$ cat config.mk
export PLATFORM = sky130hd
export DESIGN_NAME = id_1ri20_multi_dec
export DESIGN_NICKNAME = d
export VERILOG_FILES = /design/src/rtl/id_pkg.sv /design/src/rtl/id_1ri20_lane_dec.sv /design/src/rtl/id_1ri20_multi_dec.sv
export SDC_FILE = /design/constraint.sdc
export NUM_CORES = 1
export LEC_CHECK = 0
export BUFFER_PORTS_ARGS = -buffer_cell sky130_fd_sc_hd__clkbuf_2
export CORE_ASPECT_RATIO = 1.75
export CORE_MARGIN = 2
export CORE_UTILIZATION = 30
export DETAILED_ROUTE_END_ITERATION = 8
export GPL_TIMING_DRIVEN = 0
export HOLD_SLACK_MARGIN = 0.05
export SLEW_MARGIN = 20
export SYNTH_ARGS = -nofsm -noshare
export SYNTH_HDL_FRONTEND = slang
export SYNTH_SLANG_ARGS = --single-unit
$ cat constraint.sdc
create_clock -name clk -period 2.4 [get_ports clk]
set_clock_uncertainty 0.15 [all_clocks]
set_input_delay 0.36 -clock clk [delete_from_list [all_inputs] [get_ports clk]]
set_output_delay 0.36 -clock clk [all_outputs]
set_load 0.03 [all_outputs]
$ cat src/rtl/id_pkg.sv
// id_pkg: 1RI20 opcodes, ALU codes, decoded-lane record and skid-buffer states.
package id_pkg;
    localparam logic [6:0] OP_LU12I     = 7'b0001010;
    localparam logic [6:0] OP_PCADDI    = 7'b0001100;
    localparam logic [6:0] OP_PCALAU12I = 7'b0001101;
    localparam logic [6:0] OP_PCADDU12I = 7'b0001110;

    localparam logic [7:0] ALU_NOP       = 8'h00;
    localparam logic [7:0] ALU_LU12I     = 8'h61;
    localparam logic [7:0] ALU_PCADDU12I = 8'h62;
    localparam logic [7:0] ALU_PCADDI    = 8'h63;
    localparam logic [7:0] ALU_PCALAU12I = 8'h64;

    localparam logic [2:0] ALU_SEL_NOP        = 3'b000;
    localparam logic [2:0] ALU_SEL_ARITHMETIC = 3'b100;

    typedef struct packed {
        logic [31:0] pc;
        logic [31:0] inst;
        logic        inst_valid;
        logic        ine;
        logic        reg_we;
        logic [4:0]  rd;
        logic [7:0]  aluop;
        logic [2:0]  alusel;
        logic [31:0] imm;
        logic [31:0] result;
    } dec_1ri20_t;

    typedef enum logic [1:0] {EMPTY, ONE, TWO} buf_state_t;
endpackage

$ cat src/rtl/id_1ri20_lane_dec.sv
// id_1ri20_lane_dec: combinational decode and writeback value for one 1RI20 lane.
module id_1ri20_lane_dec
    import id_pkg::*;
#(
    parameter int EN_PCADDI    = 1,
    parameter int EN_PCALAU12I = 1
) (
    input  logic        valid,
    input  logic [31:0] pc,
    input  logic [31:0] inst,
    output dec_1ri20_t  d
);
    logic [19:0] si20;
    logic [6:0]  op;
    logic        is_lu, is_pu, is_pi, is_pa, hit;
    logic [31:0] imm_hi, imm_pi;

    assign si20   = inst[24:5];
    assign op     = inst[31:25];
    assign is_lu  = op == OP_LU12I;
    assign is_pu  = op == OP_PCADDU12I;
    assign is_pi  = (EN_PCADDI != 0) && op == OP_PCADDI;
    assign is_pa  = (EN_PCALAU12I != 0) && op == OP_PCALAU12I;
    assign hit    = valid && (is_lu || is_pu || is_pi || is_pa);
    assign imm_hi = {si20, 12'b0};
    assign imm_pi = {{10{si20[19]}}, si20, 2'b0};

    always_comb begin
        d            = '0;
        d.pc         = pc;
        d.inst       = inst;
        d.inst_valid = hit;
        d.ine        = valid && !hit;
        d.rd         = valid ? inst[4:0] : 5'd0;
        d.reg_we     = hit && |inst[4:0];
        d.alusel     = hit ? ALU_SEL_ARITHMETIC : ALU_SEL_NOP;
        d.aluop      = !hit ? ALU_NOP : is_lu ? ALU_LU12I : is_pu ? ALU_PCADDU12I :
                       is_pi ? ALU_PCADDI : ALU_PCALAU12I;
        d.imm        = !hit ? 32'd0 : is_pi ? imm_pi : imm_hi;
        d.result     = !hit ? 32'd0 : is_lu ? imm_hi :
                       is_pa ? {pc[31:12], 12'b0} + imm_hi : pc + d.imm;
    end
endmodule

$ cat src/rtl/id_1ri20_multi_dec.sv
// id_1ri20_multi_dec: LANES-wide 1RI20 decoder registered behind a 2-entry skid buffer.
module id_1ri20_multi_dec
    import id_pkg::*;
#(
    parameter int LANES        = 2,
    parameter int EN_PCADDI    = 1,
    parameter int EN_PCALAU12I = 1
) (
    input  logic                  clk,
    input  logic                  rst_n,
    input  logic                  flush,
    input  logic [LANES-1:0]      in_valid,
    input  logic [LANES*32-1:0]   in_pc,
    input  logic [LANES*32-1:0]   in_inst,
    output logic                  in_ready,
    output logic [LANES-1:0]      out_valid,
    input  logic                  out_ready,
    output logic [LANES*32-1:0]   out_pc,
    output logic [LANES*32-1:0]   out_inst,
    output logic [LANES-1:0]      out_inst_valid,
    output logic [LANES-1:0]      out_ine,
    output logic [LANES-1:0]      out_reg_we,
    output logic [LANES*5-1:0]    out_rd,
    output logic [LANES*8-1:0]    out_aluop,
    output logic [LANES*3-1:0]    out_alusel,
    output logic [LANES*32-1:0]   out_imm,
    output logic [LANES*32-1:0]   out_result
);
    dec_1ri20_t [LANES-1:0] dec, main_q, skid_q;
    logic [LANES-1:0]       main_v, skid_v;
    buf_state_t             state, nxt;
    logic                   acc, con, ld_main, ld_skid, mv_skid;

    genvar i;
    for (i = 0; i < LANES; i++) begin : g_lane
        id_1ri20_lane_dec #(.EN_PCADDI(EN_PCADDI), .EN_PCALAU12I(EN_PCALAU12I)) u_dec (
            .valid(in_valid[i]),
            .pc   (in_pc[i*32+:32]),
            .inst (in_inst[i*32+:32]),
            .d    (dec[i])
        );
        assign out_pc[i*32+:32]     = main_q[i].pc;
        assign out_inst[i*32+:32]   = main_q[i].inst;
        assign out_inst_valid[i]    = main_q[i].inst_valid;
        assign out_ine[i]           = main_q[i].ine;
        assign out_reg_we[i]        = main_q[i].reg_we;
        assign out_rd[i*5+:5]       = main_q[i].rd;
        assign out_aluop[i*8+:8]    = main_q[i].aluop;
        assign out_alusel[i*3+:3]   = main_q[i].alusel;
        assign out_imm[i*32+:32]    = main_q[i].imm;
        assign out_result[i*32+:32] = main_q[i].result;
    end

    assign in_ready  = state != TWO;
    assign out_valid = main_v;
    assign acc       = |in_valid && in_ready && !flush;
    assign con       = |out_valid && out_ready;

    always_comb begin
        nxt     = state;
        ld_main = 1'b0;
        ld_skid = 1'b0;
        mv_skid = 1'b0;
        case (state)
            EMPTY: if (acc) begin
                nxt     = ONE;
                ld_main = 1'b1;
            end
            ONE: if (acc && con) ld_main = 1'b1;
                 else if (acc) begin
                     nxt     = TWO;
                     ld_skid = 1'b1;
                 end
                 else if (con) nxt = EMPTY;
            TWO: if (con) begin
                nxt     = ONE;
                mv_skid = 1'b1;
            end
            default: nxt = EMPTY;
        endcase
        if (flush) nxt = EMPTY;
    end

    always_ff @(posedge clk or negedge rst_n) begin
        if (!rst_n) begin
            state  <= EMPTY;
            main_q <= '0;
            main_v <= '0;
            skid_q <= '0;
            skid_v <= '0;
        end else begin
            state <= nxt;
            if (ld_main) begin
                main_q <= dec;
                main_v <= in_valid;
            end
            if (mv_skid) begin
                main_q <= skid_q;
                main_v <= skid_v;
            end
            if (ld_skid) begin
                skid_q <= dec;
                skid_v <= in_valid;
            end
            // Emptied by consume or flush: drop lane valids, keep data for stability.
            if (nxt == EMPTY) main_v <= '0;
        end
    end
endmodule

### Word-level counts from Yosys, hierarchy flattened

Cells that the tools add are included.

| word-level totals | value |
|---|---|
| output and inout bits | 297 |
| bits of input ports | 134 |
| register bits | 594 |
| word-level logic and storage cells | 126 |

| cells by class | value |
|---|---|
| add/sub/neg operators | 4 |
| mux-type cells | 41 |
| eq/ne operators | 11 |
| reduce and logical (&&, ||, !) cells | 27 |

Operators with widths:

| kind | count |
|---|---|
| $mux 294 | 2 |
| $mux 32 | 8 |
| $add 32x32->32 | 4 |
| $mux 31 | 2 |
| $eq 7x4->1 const B | 8 |
| $mux 8 | 6 |
| $mux 2 | 9 |
| $mux 3 | 4 |
| $logic_and 1x1->1 | 10 |
| $mux 5 | 2 |
| $reduce_or 5->1 | 2 |
| $logic_or 1x1->1 | 6 |
| $mux 1 | 6 |
| $pmux 2 s3 | 1 |
| $logic_not 2->1 | 2 |
| $reduce_or 2->1 | 2 |
| $logic_not 1->1 | 3 |
| $reduce_bool 3->1 | 1 |
| $eq 2x1->1 const B | 1 |
| $eq 2x2->1 const B | 1 |
| $ne 2x2->1 const B | 1 |
| $pmux 1 s2 | 1 |
| $reduce_bool 2->1 | 1 |

### Logic depth before layout (Yosys ltp)

| logic depth | value |
|---|---|
| depth in word-level cells | 12 |
| depth in mapped cells | 21 |
| mapped depth without buffers | 20 |

### Hierarchy

Synthesis repeated with hierarchy kept, for this count alone.

| unflattened totals | value |
|---|---|
| cell total of the unflattened synthesis | 3471 |
| area, all modules | 32760.2 um^2 |

Modules (own cells, without submodules):

| module | area an instance (um^2) | cells each | sequential area each (um^2) | times used |
|---|---|---|---|---|
| id_1ri20_multi_dec | 24910.1 | 2287 | 14864.3 | 1 |
| id_1ri20_lane_dec (g_lane[0].u_dec) | 4037.6 | 620 | 0.0 | 1 |
| id_1ri20_lane_dec (g_lane[1].u_dec) | 3812.4 | 564 | 0.0 | 1 |

### Worst setup path before layout

OpenSTA, ideal clock, no wires.

| timing | value |
|---|---|
| path type | input -> register |
| from | input port in_inst[30] |
| to | register main_q (netlist bit out_result[20]) |
| path buffers | 1 |
| setup time | 0.135 ns |
| setup slack | -2.300 ns |
| required time | 2.115 ns |
| stages on the path | 21 |
| data arrival time | 4.416 ns |
| cells stage by stage | nor4b_1 > nor2b_1 > nand2_1 > or2_2 > buf_2 > nor2_2 > nand2_1 > inv_1 > ha_1 > inv_1 > fa_1 > nor2b_1 > o21ai_0 > a21oi_1 > o211ai_1 > o21bai_1 > o21ai_0 > a21boi_0 > xor2_1 > a221oi_1 > o21ai_0 |

RTL lines:

| element | RTL line | text |
|---|---|---|
| start, declared | id_1ri20_multi_dec.sv:14 | `input logic [LANES*32-1:0] in_inst,` |
| end signal, assigned | id_1ri20_multi_dec.sv:98 | `main_q <= skid_q;` |
| end, declared | id_1ri20_multi_dec.sv:29 | `dec_1ri20_t [LANES-1:0] dec, main_q, skid_q;` |

==> qor.csv <==
metric;value;unit
CP Capture Type;flip-flop;
nets;4221;
top cells by area, synth;dfrtp_1, nand2_1, nor2_1;
critical path class;in -> reg;
DIE WIDTH;235;um
largest area contributor in the netlist;dfrtp_1;
root buffer cell;clkbuf_16;
Period Utilization, post-route;167;%
final setup fails;116;
max-cap violations;0;
vias in the first global route;28281;
RSZ-0062 raised after global routing;true;
#FFs+latches synth;554;
Vias/cell;5.36;
global-route wire length before repair;195000;um
# rows;148;
Fillers;9235;
Main synth FF type;dfrtp_1;
initial antenna violation count;6;
DR DRC count;0;
Initial Util;30.2;%
CP Data Required Time;2.80;ns
final setup margin;-1.62;ns
pin count of the biggest net entering global routing;87;
final hold vios;0;
drt pass-1 iters;8;
maximum root-to-sink buffer count;3;
sequential cell area;13900;sq um
VDD IR max;0.603;mV
dpl ws;-3.27;ns
wirelength, routed;137000;um
Synth Instances;3229;
Hold Slack;0.0820;ns
largest fanout on the critical path;5;
Max Freq;249;MHz
Final Util;42.0;%
clk_lat worst skew;0.67;ns
CTS Buf Count;56;
DR iter-0 viols;1953;
synth warn;0;
layout cells sized above 1;27.4;%
number of synthesized flops with an enable pin;0;
crit path launch type;primary input;
slew at the pin with the worst max-slew slack;0.831;ns
Seq/Total Area, Yosys;49.5;%
Die ar.;96000;sq um
Port Buf Inserts;414;
CTS H-tree lvls;2;
share of the synthesized area in the top cell type;49.5;%
crit path time final;4.02;ns
IO Count;431;
failing checks;negative setup slack;
Worst Path Arrival;4.42;ns
met2 WL;69900;um
area occupied by multi-input gates;15100;sq um
Clock Sinks;554;
GR Overflow Total;0;
status;finished, violations left;
placed wire-length estimate;102000;um
met3 routed WL;7450;um
Clock transition at path regs;0.07;ns
leak pwr;18.7;nW
CTS tree;done;
routed len/inst;26.2;um
Total GRT Usage;27.8;%
PwrDens;784;nW/um^2
asr flop ratio synth;100;%
Final ANT Viol Nets;0;
Syn Std Cell Area;28000;sq um
met1 WL;48200;um
global placer's final weighted congestion;0.980;
relative slew slack;44.6;%
setup TNS;-121.40;ns
core area;92800;sq um
Synth cell types;78;
synth-to-layout area growth;39.1;%
Avg Cell Area, Syn;8.68;sq um
die height;408;um
worst hold path class;in -> reg;
Max Slew Vio Count;0;
vias;28066;
Max Used Layer;met5;
## cell families after synthesis
group | Yosys count | share of synthesized area (%)
simple gates | 1355 | 19.4
buf+inv | 270 | 3.90
flops | 554 | 49.5
mux | 14 | 0.531
other cells | 1 | 0.0134
xor+xnor | 65 | 2.03
compound gates | 870 | 20.1
fa+ha+maj | 100 | 4.57
## worst max-delay path: stages
cell	delay, ns
clkbuf_16	0.12
nor4b_4	0.26
buf_6	0.17
nor2b_4	0.22
nand2_2	0.10
clkbuf_16	0.16
nor2_4	0.14
buf_12	0.16
nand2_8	0.06
inv_6	0.08
ha_4	0.21
o21ai_4	0.18
a21oi_4	0.05
or3_4	0.42
a21oi_4	0.22
nor2_4	0.08
a2111oi_4	0.41
buf_4	0.19
buf_6	0.09
nor3_4	0.05
buf_6	0.15
o2111ai_2	0.17
nand3_2	0.11
o31ai_2	0.23
## per-stage QoR
| stage | area [sq um] | cells | power (W) |
|---|---|---|---|
| 2_1_floorplan | 28500 | 3242 | 0.0173 |
| 3_3_place_gp | 32000 | 4856 | 0.0205 |
| 3_5_place_dp | 32300 | 4865 | 0.0207 |
| 4_1_cts | 38100 | 5195 | 0.0306 |
| 5_1_grt | 39000 | 5232 | 0.0319 |
| 6_report | 39000 | 5233 | 0.0305 |
## Yosys cell counts, types with 5 or more instances
cell type  number
o22ai_1       130
ha_1           96
a211o_1         5
mux2i_1        10
nor4_1          6
nor3_1         25
or3_1           5
xnor2_1        36
buf_1          19
clkbuf_1      169
dfrtp_1       554
nor2_1        359
o21a_1         15
nand4_1         7
o21ai_1         5
a21o_1         50
and3_1         19
a21oi_1       109
a221o_1        13
buf_4          20
a211oi_1       25
a22oi_1       120
o211ai_1       25
xor2_1         29
inv_1          58
o21ai_0       253
o31ai_1        20
a22o_1         10
nand2b_1       11
o221a_2        10
and2_1         11
nand2_1       845
a31oi_1        21
o21bai_1       14
nor2b_1        10
nand3_1        29
## final timing paths
| check | endpoint | from | slack (ns) | cells past startpoint |
|---|---|---|---|---|
| max in group asynchronous | skid_q[268] | rst_n | 0.25 | 5 |
| worst min register to register | skid_q[15] | skid_q[15] | 0.32 | 2 |
| worst max-delay path | skid_q[173] | in_inst[62] | -1.62 | 24 |
| worst min-delay path | out_result[2] | in_pc[2] | 0.08 | 4 |
| worst max register to register | out_result[59] | state[1] | -0.12 | 6 |
| min in group asynchronous | out_inst[8] | rst_n | 0.10 | 2 |
## state kept, by name, summed over array words and instances, names as in the netlist
register and flops:
out_reg_we 2, out_pc 64, out_valid 2, out_imm 60
out_inst 64, out_result 64, out_aluop 8, out_rd 10
state 2, skid_v 2, skid_q 274, out_ine 2
## layer usage
layer	track usage [%]	up-vias
li1	-	12706
met1	29.0	13945
met2	50.3	1063
met3	4.67	348
met4	19.6	4
met5	0	-
## power breakdown
part | switching [W] | total (W) | internal, W
clock network | 0.00410 | 0.00925 | 0.00515
registers | 0.00122 | 0.0126 | 0.0114
logic | 0.00601 | 0.00867 | 0.00266
## placed cells by master (no fill, tap or decap), drive strengths merged, types with 6 or more instances in the layout
| cell type | count |
|---|---|
| nand2 | 845 |
| clkbuf | 646 |
| dfrtp | 554 |
| nor2 | 361 |
| o21ai | 258 |
| buf | 189 |
| dlygate4sd3 | 143 |
| o22ai | 130 |
| a22oi | 120 |
| a21oi | 111 |
| ha | 96 |
| inv | 58 |
| a21o | 50 |
| xnor2 | 36 |
| xor2 | 29 |
| nand3 | 29 |
| nor3 | 26 |
| o211ai | 25 |
| a211oi | 25 |
| a31oi | 21 |
| o31ai | 20 |
| and3 | 19 |
| o21a | 15 |
| conb | 14 |
| o21bai | 14 |
| a221o | 13 |
| clkinv | 12 |
| and2 | 11 |
| nand2b | 11 |
| o221a | 10 |
| a22o | 10 |
| mux2i | 10 |
| nor2b | 10 |
| nand4 | 7 |
| nor4 | 6 |
| or3 | 6 |
## cell type report
cell class | instances | share of cell area, %
Clock buffer | 81 | 4.28
Multi-Input combinational cell | 2418 | 38.6
Buffer | 202 | 3.37
Antenna cell | 4 | 0.0257
Sequential cell | 554 | 35.6
Clock inverter | 19 | 0.584
Timing Repair Buffer | 697 | 13.0
Tap cell | 1200 | 3.85
Inverter | 58 | 0.629
## timing repair
action / in CTS / in global routing
gates resized for setup: 476 / 196
buffers inserted: 94 / 44
hold endpoints to repair: 368 / 5
hold buffers: 141 / 3
pin swaps: 159 / 125
endpoints found under the setup margin: 552 / 496
cloned: 5 / 0
No activity file was read; power rests on OpenSTA's default activity.
